File: config.mk
export PLATFORM = sky130hd
export DESIGN_NAME = vram_writer
export DESIGN_NICKNAME = d
export VERILOG_FILES = /design/src/rtl/gpu_pkg.sv /design/src/rtl/vram_skid_m.sv /design/src/rtl/vram_writer.sv
export SDC_FILE = /design/constraint.sdc
export NUM_CORES = 1
export LEC_CHECK = 0
export CAP_MARGIN = 20
export CORE_ASPECT_RATIO = 0.6
export CORE_MARGIN = 1.5
export CORE_UTILIZATION = 56
export DETAILED_ROUTE_END_ITERATION = 6
export HOLD_SLACK_MARGIN = 0.12
export PLACE_DENSITY = 0.93
export SYNTH_ARGS = -nofsm -noshare
export SYNTH_HDL_FRONTEND = slang
export SYNTH_SLANG_ARGS = --single-unit
File: constraint.sdc
create_clock -name clk -period 5.2 [get_ports clk]
set_input_delay 0.52 -clock clk [delete_from_list [all_inputs] [get_ports clk]]
set_output_delay 0.52 -clock clk [all_outputs]
set_load 0.01 [all_outputs]
File: src/rtl/gpu_pkg.sv
// Shared GPU definitions: VRAM writer state encoding and transfer limits.
package gpu_pkg;

  localparam int LEN_W    = 9;
  localparam int MAX_XFER = 256;

  typedef enum logic [1:0] {
    IDLE   = 2'd0,
    RUN    = 2'd1,
    FINISH = 2'd2
  } vram_writer_state_t;

endpackage

File: src/rtl/vram_skid_m.sv
// One-entry hold register for a source byte that arrives while VRAM is not writable.
module vram_skid_m (
  input  logic       clk,
  input  logic       rst,
  input  logic       load,
  input  logic       drain,
  input  logic [7:0] din,
  output logic       valid,
  output logic [7:0] dout
);

  always_ff @(posedge clk) begin
    if (!rst) begin
      valid <= 1'b0;
      dout  <= '0;
    end else if (load) begin
      valid <= 1'b1;
      dout  <= din;
    end else if (drain) begin
      valid <= 1'b0;
    end
  end

endmodule

File: src/rtl/vram_writer.sv
// Block-transfer engine: copies len bytes from a synchronous source memory into VRAM,
// writing only while the video timing opens the write window.
`ifndef VRAM_ADDR_WIDTH
`define VRAM_ADDR_WIDTH 11
`endif

module vram_writer
  import gpu_pkg::*;
#(
  parameter int SRC_W = 16,
  parameter int VA_W  = `VRAM_ADDR_WIDTH,
  parameter int LEN_W = gpu_pkg::LEN_W
) (
  input  logic             clk,
  input  logic             rst,
  input  logic             writable,
  input  logic             start,
  input  logic [SRC_W-1:0] src_base,
  input  logic [VA_W-1:0]  dst_base,
  input  logic [LEN_W-1:0] len,
  output logic             busy,
  output logic             done,
  output logic [SRC_W-1:0] src_addr,
  output logic             src_rd,
  input  logic [7:0]       src_data,
  output logic [7:0]       vram_data,
  output logic [VA_W-1:0]  vram_address,
  output logic             vram_we
);

  vram_writer_state_t state, state_nx;

  logic [SRC_W-1:0] src_base_q;
  logic [VA_W-1:0]  dst_base_q;
  logic [LEN_W-1:0] len_q;
  logic [LEN_W-1:0] rd_cnt;
  logic [LEN_W-1:0] wr_cnt;
  logic             rd_pend;

  logic             skid_valid;
  logic [7:0]       skid_data;
  logic             skid_load;
  logic             skid_drain;

  logic             rd_go;
  logic             wr_go;
  logic             last_wr;
  logic             running;

  vram_skid_m u_skid (
    .clk   (clk),
    .rst   (rst),
    .load  (skid_load),
    .drain (skid_drain),
    .din   (src_data),
    .valid (skid_valid),
    .dout  (skid_data)
  );

  // Reads and writes are gated by writable in the same cycle, so a closing window
  // stops traffic immediately and a reopening one resumes it without a bubble.
  always_comb begin
    running    = rst && (state == RUN);
    rd_go      = running && writable && (rd_cnt < len_q);
    wr_go      = running && writable && (skid_valid || rd_pend);
    skid_drain = wr_go && skid_valid;
    skid_load  = running && !writable && rd_pend;
    last_wr    = wr_go && ((wr_cnt + LEN_W'(1)) == len_q);
  end

  always_comb begin
    state_nx = state;
    case (state)
      IDLE: begin
        if (start) begin
          state_nx = (len != '0) ? RUN : FINISH;
        end
      end
      RUN: begin
        if (last_wr) begin
          state_nx = FINISH;
        end
      end
      FINISH:  state_nx = IDLE;
      default: state_nx = IDLE;
    endcase
  end

  always_ff @(posedge clk) begin
    if (!rst) begin
      state      <= IDLE;
      src_base_q <= '0;
      dst_base_q <= '0;
      len_q      <= '0;
      rd_cnt     <= '0;
      wr_cnt     <= '0;
      rd_pend    <= 1'b0;
    end else begin
      state   <= state_nx;
      rd_pend <= rd_go;
      if ((state == IDLE) && start) begin
        src_base_q <= src_base;
        dst_base_q <= dst_base;
        len_q      <= (len > LEN_W'(MAX_XFER)) ? LEN_W'(MAX_XFER) : len;
        rd_cnt     <= '0;
        wr_cnt     <= '0;
      end else begin
        if (rd_go) begin
          rd_cnt <= rd_cnt + LEN_W'(1);
        end
        if (wr_go) begin
          wr_cnt <= wr_cnt + LEN_W'(1);
        end
      end
    end
  end

  // A held byte is always older than any byte returned from the source.
  always_comb begin
    busy         = (state == RUN);
    done         = rst && (state == FINISH);
    src_rd       = rd_go;
    src_addr     = src_base_q + SRC_W'(rd_cnt);
    vram_we      = wr_go;
    vram_address = dst_base_q + VA_W'(wr_cnt);
    vram_data    = '0;
    if (wr_go) begin
      vram_data = skid_valid ? skid_data : src_data;
    end
  end

endmodule
# Yosys cells after proc, flatten, opt, wreduce, memory -nomap -nowiden
# Cells that the tools add are included.
word_totals:
  ff_bits: 66
  latchBits: 0
  ramBits: 0
  rom_bits: 0
  output_inout_bits: 39
  elab_cells: 47
  mem_count: 0
classes:
  addsub: 4
  n_mul: 0
  div: 0
  order_cmp: 2
  n_eq_ne: 5
  shift: 0
  n_mux: 9
  bitwise: 1
  n_reduce_logical: 17
ops:
  columns: ["op", "count"]
  rows:
  - ["adder 9 x 1 -> 9 bit (second input constant)", 2]
  - ["adder 16 x 9 -> 16 bit", 1]
  - ["two-way mux 8 bit", 2]
  - ["adder 11 x 9 -> 11 bit", 1]
  - ["logical AND 1 bit", 10]
  - ["== test 9 bit", 1]
  - ["greater-than comparator 9 bit (second input constant)", 1]
  - ["less-than comparator 9 bit", 1]
  - ["two-way mux 9 bit", 1]
  - ["nonzero test 9 bit", 1]
  - ["two-way mux 2 bit", 3]
  - ["case mux 2 bit (2 select lines)", 1]
  - ["== test 2 x 1 -> 1 bit (second input constant)", 1]
  - ["== test 2 bit (second input constant)", 1]
  - ["logical NOT 2 bit", 1]
  - ["two-way mux 1 bit", 2]
  - ["!= test 2 x 1 -> 1 bit (second input constant)", 1]
  - ["!= test 2 bit (second input constant)", 1]
  - ["AND reduction 2 bit", 1]
  - ["nonzero test 2 bit", 1]
  - ["OR reduction 2 bit", 1]
  - ["logical NOT 1 bit", 1]
  - ["logical OR 1 bit", 1]
  - ["inverter 1 bit", 1]

# Logic depth before layout (Yosys ltp)
# Gate-level depths: netlist (run 1).
logic_depth:
  ltp_word: 7
  mapped_depth: 8
  depth_no_buf: 8

# By module
# Synthesis (run 1) repeated with hierarchy kept, for this count alone.
hier_totals:
  cells_unflattened: 425
  hier_area_um2: 3829.9
modules_own_cells:
  columns: ["mod", "instances", "cells_per_inst", "area_each_um2", "seq_area_each_um2"]
  rows:
  - ["vram_writer", 1, 397, 3494.6, 1141.1]
  - ["vram_skid_m", 1, 28, 335.3, 180.2]

# Least setup slack after synthesis (run 1)
# Ideal clock, no wire load.
synth_timing:
  path_type: "reg2out"
  from: "register rd_cnt[0]"
  to: "output src_addr[10]"
  arrival_time_ns: 1.951
  required_time_ns: 4.680
  slack_ns: 2.729
  stages_incl_launch_ff: 9
  n_path_buf: 0
  path_cell_list: "dfxtp_1 -> ha_1 -> fa_1 -> a21oi_1 -> o211ai_1 -> a31o_2 -> a21oi_1 -> nand2b_1 -> xnor2_1"
synth_via:
  elab_chain_len: 1
synth_lines:
  columns: ["item", "line", "rtl"]
  rows:
  - ["start: declaration", "vram_writer.sv:36", "logic [LEN_W-1:0] rd_cnt;"]
  - ["start signal: assignment", "vram_writer.sv:109", "rd_cnt <= rd_cnt + LEN_W'(1);"]
  - ["adder 16 x 9 -> 16 bit", "vram_writer.sv:123", "src_addr = src_base_q + SRC_W'(rd_cnt);"]
  - ["end: declaration", "vram_writer.sv:23", "output logic [SRC_W-1:0] src_addr,"]
# No other way between the ends.

# Worst setup path after layout (run 1)
layout_timing:
  from: "register rd_cnt[0]"
  to: "output src_addr[14]"
# Same word-level chain as after synthesis.

==> summary.md, run 1 <==
| Metric | Value |
|---|---|
| Status | `completed` |
| Min-delay src | `dst_base_q[8]` |
| # hold bufs at CTS | `0` |
| Ant. Diodes | `0` |
| Post-synthesis simple-gate area fraction | `about 22%` |
| Synth Register Bits | `66` |
| CTS sink cnt | `between 60 and 70` |
| Critical path launch point type | `flop` |
| DR WL/cell | `between 15 and 20 um` |
| Sequential fraction of the synthesis area | `between 30% and 40%` |
| Die W | `114 um` |
| RSZ-0062 raised after global routing | `no` |
| Final core area utilization | `about 77%` |
| Post-synthesis mux area share | `under 10%` |
| Tcrit/Tclk final | `between 70% and 80%` |
| Hold WS | `around 0.48 ns` |
| Hold EP | `dst_base_q[8]` |
| Router iterations before antenna repair | `7` |
| CP peak stage delay | `between 0.5 and 0.6 ns` |
| Postcts setup bufs | `0` |
| Synth area leaders | `dfxtp_1, ha_1, nand2_1, xnor2_1, a21boi_0` |
| Synth Warn # | `0` |
| Nets@finish | `646` |
| Clk_lat worst skew | `approximately 0.33 ns` |
| DRT Wirelength | `about 12000 um` |
| Clk slew on worst S/H paths | `around 0.06 ns` |
| CTS tree | `yes` |
| XOR/XNOR Fraction of Synth Area | `9.80%` |
| Initial antenna violation count | `0` |
| Worst Skew | `around 0.0073 ns` |
| Commonest non-fill, non-tap cell in the layout | `clkdlybuf4s50_1` |
| R2r setup slk | `approximately 2.8 ns` |
| Total congestion overflow | `0` |
| # rows | `23` |
| Required time of the critical path | `about 4.7 ns` |
| Final hold violations | `0` |
| Worst min-delay path class | `reg -> reg` |
| Via density | `between 5 and 6` |
| EDFF count, synth | `0` |
| Cell Chain, Critical Path | `ha_1, fa_1, a21oi_1, o211ai_1, a31o_2, a21oi_1, nor2b_1, xor2_1, clkdlybuf4s50_1` |
| CTS resizes | `0` |
| Final Max Tran Viols | `0` |
| Die Height | `~69 um` |
| Num ports | `slightly below 90` |
| Adder-cell area share of the yosys netlist | `a little under a tenth` |
| Core area | `between 0.006 and 0.007 mm2` |
| Pwr dens | `between 200 and 250 mW/mm2` |
| Cell Area, Synth | `roughly 0.0041 mm2` |
| MaxCap Viol Count | `0` |
| DRC | `0` |
| Crit Path Category | `reg -> out` |
| Syn avg cell area | `8.41 um2` |
| Clock Tree Buf Depth | `2` |
| Root Buffer | `clkbuf_16` |
| Slowest stage cell, crit path | `clkdlybuf4s50_1` |
| Synth cell types | `50` |
| Worst VDD drop | `approximately 0.14 mV` |
| Hold Path Depth | `2` |
| Peak Freq | `between 0.2 and 0.3 GHz` |
| Lkg Pwr | `1.96 nW` |
| First-pass GRT wire length | `roughly 19000 um` |
| Max-slew headroom | `45.1%` |
| Post-DP HPWL | `between 8000 and 9000 um` |
| All-layer global routing usage | `between 30% and 40%` |
| Setup TNS Final | `0 ns` |
| Largest net degree at the start of global routing | `between 50 and 60` |
| Crit Path Max Fanout | `6` |
| Actual slew at the worst max-slew pin | `0.824 ns` |
| Synth Net Count | `~570` |
| Routed Antenna Nets | `0` |
| Largest family of logic cells by synthesized area | `simple AND/OR/NAND/NOR gates` |
| Setup-failing EPs final | `0` |
| Synth Flop Type | `dfxtp_1` |
| First DRT Iteration DRCs | `slightly above 500` |
| RR Startpoint | `len_q[5]` |
| Final Wtd Congestion | `around 0.9` |
| Endpoint class of the critical path | `output pin` |
| Vias in the first global route | `~3900` |
| R2R depth | `8` |
| Non-filler instance count after layout | `660` |
| Die Area | `a little under 0.008 mm2` |
| Yosys top cell area share | `between 30% and 40%` |
| H-tree Lvls | `3` |
| Placed cells | `approximately 640` |
| Min Tclk post-route | `3.69 ns` |
| Async SR Flop Fraction | `0%` |
| Vias | `3954` |
| CTS buffer count | `9` |
| Cell repeated most along the worst path | `a21oi_1` |
| FF-to-FF End | `rd_cnt[3]` |
| Area delta synth->final | `29.4%` |
| Compound-Gate Fraction of Synth Area | `between 10% and 20%` |
| # port buffers | `86` |
| Yosys top cell by area | `dfxtp_1` |
| Initial core utilization | `roughly three fifths` |
| Gate Count Post-Synth | `about 490` |
| Most frequent cells in the layout | `clkdlybuf4s50_1, nand2_1, dfxtp_1` |
| Critical Path AT | `roughly 3.2 ns` |
| Ratio of cells with drive above 1 in the final layout | `5.93%` |
==> how the worst max path moves through the flow <==
stage                          from           end  slack (ns)  cells after the start
final                     rd_cnt[0]  src_addr[14]        1.51                      9
after global routing      rd_cnt[0]  src_addr[12]        1.39                      9
after CTS                 rd_cnt[0]  src_addr[12]        1.56                      9
after detailed placement  rd_cnt[0]  src_addr[12]        1.92                      9
after global placement    rd_cnt[0]  src_addr[10]        2.10                      9
after floorplan           rd_cnt[0]  src_addr[10]        2.73                      8
==> area by class of cell <==
type / instances / area, um2
clock buffer: 9 / 225
clock inverter: 7 / 70.1
fill: 458 / 1550
inverter: 16 / 60.1
multi-input combinational: 386 / 2650
sequential: 66 / 1320
tap: 87 / 109
timing repair buffer: 89 / 887
==> critical path: cells and delay by family, from the launching register on <==
family,cells,cell delay (ns)
adder cells (fa/ha/maj),2,0.68
XOR/XNOR,1,0.17
AO/OA/AOI/OAI,4,0.93
flip-flops,1,0.38
buffers and inverters,1,0.58
AND/OR/NAND/NOR,1,0.09
==> logic make-up after synthesis <==
group	Yosys count
adder cells (fa/ha/maj)	30
flip-flops	66
multiplexers	18
XOR/XNOR	46
buffers and inverters	37
AO/OA/AOI/OAI	98
AND/OR/NAND/NOR	194
==> power breakdown <==
group	switching [mW]	internal [mW]
Clock	0.227	0.369
Sequential	0.0177	0.523
Combinational	0.0874	0.0944
==> registers in the layout, summed over array words and instances, names as in the netlist <==
| signal | flops |
|---|---|
| src_base_q | 16 |
| dst_base_q | 11 |
| len_q | 9 |
| rd_cnt | 9 |
| wr_cnt | 9 |
| u_skid.dout | 8 |
| state | 2 |
| rd_pend | 1 |
| u_skid.valid | 1 |
==> synth_stat cells (all sizes together), types with 2 or more instances <==
master	instances
mux2i	18
o211ai	4
nor3b	2
nor3	10
inv	15
xor2	12
and3	3
o21ai	10
dfxtp	66
a21o	4
or3b	2
o21a	3
nor2	38
xnor2	34
a21oi	18
nand3b	8
nand4	7
nor2b	13
ha	28
fa	2
a211oi	5
nand3	12
clkbuf	16
a21boi	36
nand2	84
nand2b	7
a31o	4
o311ai	3
buf	5
a2111oi	3
==> metrics by stage <==
stage / area [um2] / total power, mW / setup slack [ns]
6_report: 5320 / 1.32 / 1.51
5_1_grt: 5320 / 1.36 / 1.39
4_1_cts: 5310 / 1.32 / 1.56
3_5_place_dp: 5020 / 0.727 / 1.92
3_3_place_gp: 5020 / 0.719 / 2.10
2_1_floorplan: 4110 / 0.637 / 2.73
==> layer usage <==
layer	part of all wire, %	GRT usage [%]	vias up	wire length, um
li1	-	-	1862	-
met1	43	39.7	1808	5120
met2	44	47.2	245	5220
met3	11	8.04	39	1240
met4	2.1	11.9	0	247
met5	0	0	-	0
(Power assumes the default switching activity.)
==> run 2: changes to the inputs <==
--- a/config.mk
+++ b/config.mk
@@ -8,10 +8,10 @@
 export CAP_MARGIN = 20
 export CORE_ASPECT_RATIO = 0.6
 export CORE_MARGIN = 1.5
-export CORE_UTILIZATION = 56
+export CORE_UTILIZATION = 47
 export DETAILED_ROUTE_END_ITERATION = 6
 export HOLD_SLACK_MARGIN = 0.12
-export PLACE_DENSITY = 0.93
+export PLACE_DENSITY = 0.84
 export SYNTH_ARGS = -nofsm -noshare
 export SYNTH_HDL_FRONTEND = slang
 export SYNTH_SLANG_ARGS = --single-unit
==> constraint.sdc (replaced) <==
create_clock -name clk -period 3.35 [get_ports clk]
set_input_delay 0.335 -clock clk [delete_from_list [all_inputs] [get_ports clk]]
set_output_delay 0.335 -clock clk [all_outputs]
set_load 0.01 [all_outputs]
==> summary.md, run 2 (synthesis gave the netlist of run 1 again) <==
| Metric | Value |
|---|---|
| Status | `completed` |
| First DRT Iteration DRCs | `roughly 160` |
| Total congestion overflow | `0` |
| Crit Path Max Fanout | `7` |
| Router iterations before antenna repair | `4` |
| Vias in the first global route | `between 3000 and 4000` |
| Pwr dens | `387 mW/mm2` |
| Crit-path leading delay family | `compound AO/OA/AOI/OAI gates` |
| Commonest non-fill, non-tap cell in the layout | `clkdlybuf4s50_1` |
| Endpoint class of the critical path | `output pin` |
| Min Tclk post-route | `~3.2 ns` |
| Clk_lat worst skew | `approximately 0.34 ns` |
| Largest Register | `src_base_q` |
| DR WL/cell | `15.6 um` |
| CTS sink cnt | `66` |
| Die Height | `75.5 um` |
| Core area | `between 0.008 and 0.009 mm2` |
| Placed cells | `672` |
| Tcrit/Tclk final | `between 90 and 100%` |
| Routed Antenna Nets | `0` |
| Worst min-delay path class | `reg -> reg` |
| Multi-input logic area | `around 0.0027 mm2` |
| Largest net degree at the start of global routing | `between 50 and 60` |
| Clock Tree Buf Depth | `2` |
| Worst Skew | `just over 0.005 ns` |
| Critical Path AT | `between 2 and 3 ns` |
| Post-DP HPWL | `7830 um` |
| CP peak stage delay | `approximately 0.55 ns` |
| Buffer and inverter count on the worst path | `1` |
| Die W | `roughly 120 um` |
| Postcts setup bufs | `0` |
| DRC | `0` |
| Ant. Diodes | `0` |
| Fill count | `between 700 and 800` |
| CTS buffer count | `9` |
| Num ports | `87` |
| # port buffers | `86` |
| Via density | `about 5.4` |
| # rows | `26` |
| Non-filler instance count after layout | `roughly 700` |
| Slowest stage cell, crit path | `clkdlybuf4s50_1` |
| Ratio of cells with drive above 1 in the final layout | `between 7 and 8%` |
| Switching portion of total power | `around a quarter` |
| Final Wtd Congestion | `~0.92` |
| Die Area | `0.00934 mm2` |
| Crit Path Category | `reg -> out` |
| Initial antenna violation count | `0` |
| Nets@finish | `roughly 650` |
| Gate power share | `a little over an eighth` |
| First-pass GRT wire length | `roughly 17000 um` |
| Lkg Pwr | `~2 nW` |
| Area delta synth->final | `32.1%` |
| CTS tree | `yes` |
| Final Max Tran Viols | `0` |
| DRT Wirelength | `between 10000 and 15000 um` |
| Peak Freq | `around 0.31 GHz` |
| Top Registers | `src_base_q (16), dst_base_q (11)` |
| Reg power frac | `39.8%` |
| Setup TNS Final | `0 ns` |
| Actual slew at the worst max-slew pin | `around 0.64 ns` |
| Max-slew headroom | `between 50% and 60%` |
| Register Area | `~0.0013 mm2` |
| H-tree Lvls | `3` |
| Clk pwr share | `46.9%` |
| Worst VDD drop | `0.226 mV` |
| MaxCap Viol Count | `0` |
| P_sw | `~500 uW` |
| Max FFs per register | `16` |
| Cell Chain, Critical Path | `ha_1, fa_1, a21oi_2, o211ai_1, a31oi_1, nor2b_1, o21ai_0, xnor2_1, clkdlybuf4s50_1` |
| All-layer global routing usage | `around a quarter` |
| Setup-failing EPs final | `0` |
| Most frequent cells in the layout | `clkdlybuf4s50_1, nand2_1, dfxtp_1` |
| Final hold violations | `0` |
| Critical path launch point type | `flop` |
| Clk slew on worst S/H paths | `roughly 0.060 ns` |
| Vias | `roughly 3700` |
| Initial core utilization | `48.4%` |
| RSZ-0062 raised after global routing | `no` |
| Total internal power | `roughly 1.6 mW` |
| Root Buffer | `clkbuf_16` |
| Required time of the critical path | `3.01 ns` |
## run 2: cell types whose count changed in the layout (fill, tap and decap cells not counted), sizes merged
cell,change
buf,+3
clkbuf,+3
clkinv,-2
clkdlybuf4s50,-1
clkinvlp,-1
dlymetal6s2s,+1
## run 2: repair_timing
item / 4_1_cts / 5_1_grt
pin swaps: 0 / 2
endpoints found under the setup margin: 7 / 8
hold buffers: 0 / 0
gates resized for setup: 6 / 5
## run 2: power by group through the flow
stage / Clock (mW) / Combinational (mW) / Sequential (mW)
finish: 0.984 / 0.280 / 0.836
global route: 1.04 / 0.304 / 0.839
CTS: 1.00 / 0.281 / 0.835
detailed placement: 0 / 0.277 / 0.852
global placement: 0 / 0.271 / 0.851
floorplan: 0 / 0.144 / 0.844
## run 2: worst paths after layout
path / startpoint / end / slack, ns / cells past startpoint
hold / removal: dst_base_q[8] / dst_base_q[8] / 0.47 / 2
setup / recovery: wr_cnt[0] / vram_address[10] / 0.10 / 9
setup reg to reg: len_q[6] / rd_cnt[1] / 1.10 / 8
hold reg to reg: dst_base_q[8] / dst_base_q[8] / 0.47 / 2
## run 2: worst reg2reg max path, cell delays in order, from the launching register on
cell,delay [ns]
dfxtp_1,0.39
inv_1,0.10
ha_1,0.32
and4_1,0.22
a211oi_1,0.28
o21ai_2,0.22
a21oi_2,0.30
mux2i_1,0.23
nor2_1,0.05
## run 2: layout make-up
cell class,count,share of cell area (%)
inverter,16,1.11
multi-input combinational,386,49.4
timing repair buffer,92,16.7
clock inverter,4,0.898
tap,112,2.58
sequential,66,24.3
clock buffer,12,4.91
## run 2: stage by stage
step / power, mW / area, um2 / utilization (%) / hold WS [ns] / setup WS, ns
5_1_grt: 2.18 / 5430 / 64.0 / 0.495 / 0.00184
3_5_place_dp: 1.13 / 5080 / 59.8 / 0.463 / 0.187
6_report: 2.10 / 5430 / 64.0 / 0.468 / 0.105
4_1_cts: 2.12 / 5420 / 63.8 / 0.472 / 0.0452
3_3_place_gp: 1.12 / 5080 / 59.8 / 0.459 / 0.301
2_1_floorplan: 0.989 / 4110 / - / 0.448 / 1.06
## run 2: per-layer routing
layer / track usage [%] / share of wire (%) / wire [um]
met3: 6.36 / 6.3 / 677
met5: 0 / 0 / 0
met1: 30.2 / 47 / 5050
met2: 37.7 / 45 / 4840
met4: 9.32 / 1.6 / 167
==> run 3: changes to the inputs <==
--- a/config.mk
+++ b/config.mk
@@ -8,10 +8,11 @@
 export CAP_MARGIN = 20
 export CORE_ASPECT_RATIO = 0.6
 export CORE_MARGIN = 1.5
-export CORE_UTILIZATION = 47
+export CORE_UTILIZATION = 25
+export CTS_CLUSTER_DIAMETER = 80
 export DETAILED_ROUTE_END_ITERATION = 6
 export HOLD_SLACK_MARGIN = 0.12
-export PLACE_DENSITY = 0.84
+export PLACE_DENSITY = 0.53
 export SYNTH_ARGS = -nofsm -noshare
 export SYNTH_HDL_FRONTEND = slang
 export SYNTH_SLANG_ARGS = --single-unit
==> summary.md, run 3 (synthesis gave the netlist of run 1 again) <==
| Metric | Value |
|---|---|
| Status | `completed` |
| Die W | `about 170 um` |
| Placed cells | `approximately 770` |
| MaxCap Viol Count | `0` |
| R2R depth | `8` |
| Clk slew on worst S/H paths | `0.06 ns` |
| Final hold violations | `0` |
| Setup-failing EPs final | `0` |
| Initial antenna violation count | `0` |
| Switching portion of total power | `24.5%` |
| Critical path launch point type | `flop` |
| Max-slew headroom | `53.9%` |
| Vias | `3579` |
| # rows | `36` |
| CTS buffer count | `9` |
| Post-DP HPWL | `8290 um` |
| Initial core utilization | `between 20% and 30%` |
| Actual slew at the worst max-slew pin | `0.690 ns` |
| Endpoint class of the critical path | `output pin` |
| Total congestion overflow | `0` |
| Largest Register | `src_base_q` |
| Fill count | `1688` |
| Total internal power | `around 1.6 mW` |
| Min Tclk post-route | `roughly 3.2 ns` |
| Router iterations before antenna repair | `4` |
| Vias in the first global route | `between 3000 and 4000` |
| CTS tree | `yes` |
| Slowest stage cell, crit path | `clkdlybuf4s50_1` |
| FF-to-FF End | `rd_cnt[1]` |
| DR WL/cell | `between 10 and 15 um` |
| Clk_lat worst skew | `0.33 ns` |
| Area delta synth->final | `35.2%` |
| Most frequent cells in the layout | `nand2_1, clkdlybuf4s50_1, dfxtp_1` |
| Buffer and inverter count on the worst path | `1` |
| Required time of the critical path | `3.01 ns` |
| All-layer global routing usage | `between 10% and 20%` |
| Worst min-delay path class | `reg -> reg` |
| First DRT Iteration DRCs | `between 150 and 200` |
| Nets@finish | `around 650` |
| Pwr dens | `about 380 mW/mm2` |
| R2r setup slk | `between 1 and 1.5 ns` |
| Via density | `4.56` |
| Clk pwr share | `between 40 and 50%` |
| Worst VDD drop | `around 0.21 mV` |
| Die Height | `around 100 um` |
| Cell Chain, Critical Path | `ha_1, fa_1, a21oi_2, o211ai_1, a31oi_2, nor2b_1, o21ai_0, xnor2_1, clkdlybuf4s50_1` |
| Crit Path Max Fanout | `7` |
| Largest net degree at the start of global routing | `52` |
| Final Max Tran Viols | `0` |
| Worst setup path endpoint | `vram_address[10]` |
| P_sw | `between 500 and 600 uW` |
| Final Wtd Congestion | `slightly above 0.8` |
| Ratio of cells with drive above 1 in the final layout | `7.81%` |
| Root Buffer | `clkbuf_16` |
| CTS sink cnt | `66` |
| Final core area utilization | `approximately 34%` |
| Critical path depth | `9` |
| Tcrit/Tclk final | `between 90% and 100%` |
| Crit Path Category | `reg -> out` |
| Critical Path AT | `2.88 ns` |
| Crit path from | `wr_cnt[0]` |
| First-pass GRT wire length | `around 18000 um` |
| Lkg Pwr | `between 2 and 2.5 nW` |
| Crit-path leading delay family | `compound AO/OA/AOI/OAI gates` |
| Routed Antenna Nets | `0` |
| Worst Skew | `approximately 0.010 ns` |
| DRT Wirelength | `~11000 um` |
| Reg power frac | `39.2%` |
| Top Registers | `src_base_q (16), dst_base_q (11)` |
| Gate power share | `13.1%` |
| CP peak stage delay | `0.55 ns` |
| DRC | `0` |
| Non-filler instance count after layout | `about 790` |
| H-tree Lvls | `3` |
| Clock Tree Buf Depth | `2` |
| Peak Freq | `0.311 GHz` |
| RR Startpoint | `len_q[5]` |
| Ant. Diodes | `0` |
| Core area | `between 0.015 and 0.02 mm2` |
| Die Area | `between 0.015 and 0.02 mm2` |
| # hold bufs at CTS | `0` |
| Max FFs per register | `16` |
| # port buffers | `between 80 and 90` |
| Num ports | `87` |
[run 3: final cells by class]
type | count | area, um2 | share of cell area [%]
Multi-Input combinational cell | 386 | 2690 | 48.3
Sequential cell | 66 | 1320 | 23.8
Tap cell | 209 | 262 | 4.70
Timing Repair Buffer | 92 | 911 | 16.4
Clock inverter | 6 | 90.1 | 1.62
Inverter | 16 | 60.1 | 1.08
Clock buffer | 10 | 229 | 4.12
[run 3: worst min path at each step]
stage | startpoint | endpoint | slack [ns] | depth (start not counted)
6_report | dst_base_q[8] | dst_base_q[8] | 0.47 | 2
5_1_grt | src_base_q[15] | src_base_q[15] | 0.49 | 2
4_1_cts | src_base_q[0] | src_base_q[0] | 0.47 | 2
3_5_place_dp | src_base_q[0] | src_base_q[0] | 0.47 | 2
3_3_place_gp | dst_base_q[7] | dst_base_q[7] | 0.46 | 2
2_1_floorplan | dst_base_q[0] | dst_base_q[0] | 0.45 | 2
[run 3: per-stage QoR]
step	power [mW]	TNS, ns	setup WS (ns)	hold WS (ns)	cell area (um2)
4_1_cts	2.17	0	0.00731	0.473	5520
5_1_grt	2.23	-0.0108	-0.0108	0.493	5560
3_3_place_gp	1.13	0	0.304	0.460	5190
6_report	2.13	0	0.131	0.468	5560
3_5_place_dp	1.13	0	0.241	0.465	5190
2_1_floorplan	0.989	0	1.06	0.448	4110
[run 3: power groups by stage]
stage	combinational [mW]	clock (mW)	sequential (mW)
finish	0.279	1.02	0.835
global route	0.307	1.09	0.839
floorplan	0.144	0	0.844
global placement	0.277	0	0.851
CTS	0.283	1.05	0.835
detailed placement	0.281	0	0.852
[run 3: routing by layer]
metal / part of all wire, % / wire (um) / track usage (%) / up-vias
li1: - / - / - / 1857
met1: 55 / 6140 / 19.8 / 1632
met2: 39 / 4320 / 19.0 / 80
met3: 5.6 / 625 / 3.56 / 10
met4: 1.1 / 124 / 3.71 / 0
met5: 0 / 0 / 0 / -
[run 3: repair_timing]
action,4_1_cts,5_1_grt
cloned,0,0
gates resized for setup,3,9
buffers inserted,0,1
pin swaps,0,1
setup endpoints to repair,4,8
[run 3: tightest hold or removal path, stage by stage, from the launching register on]
cell	delay [ns]
dfxtp_1	0.31
nand2_1	0.05
a21boi_0	0.06
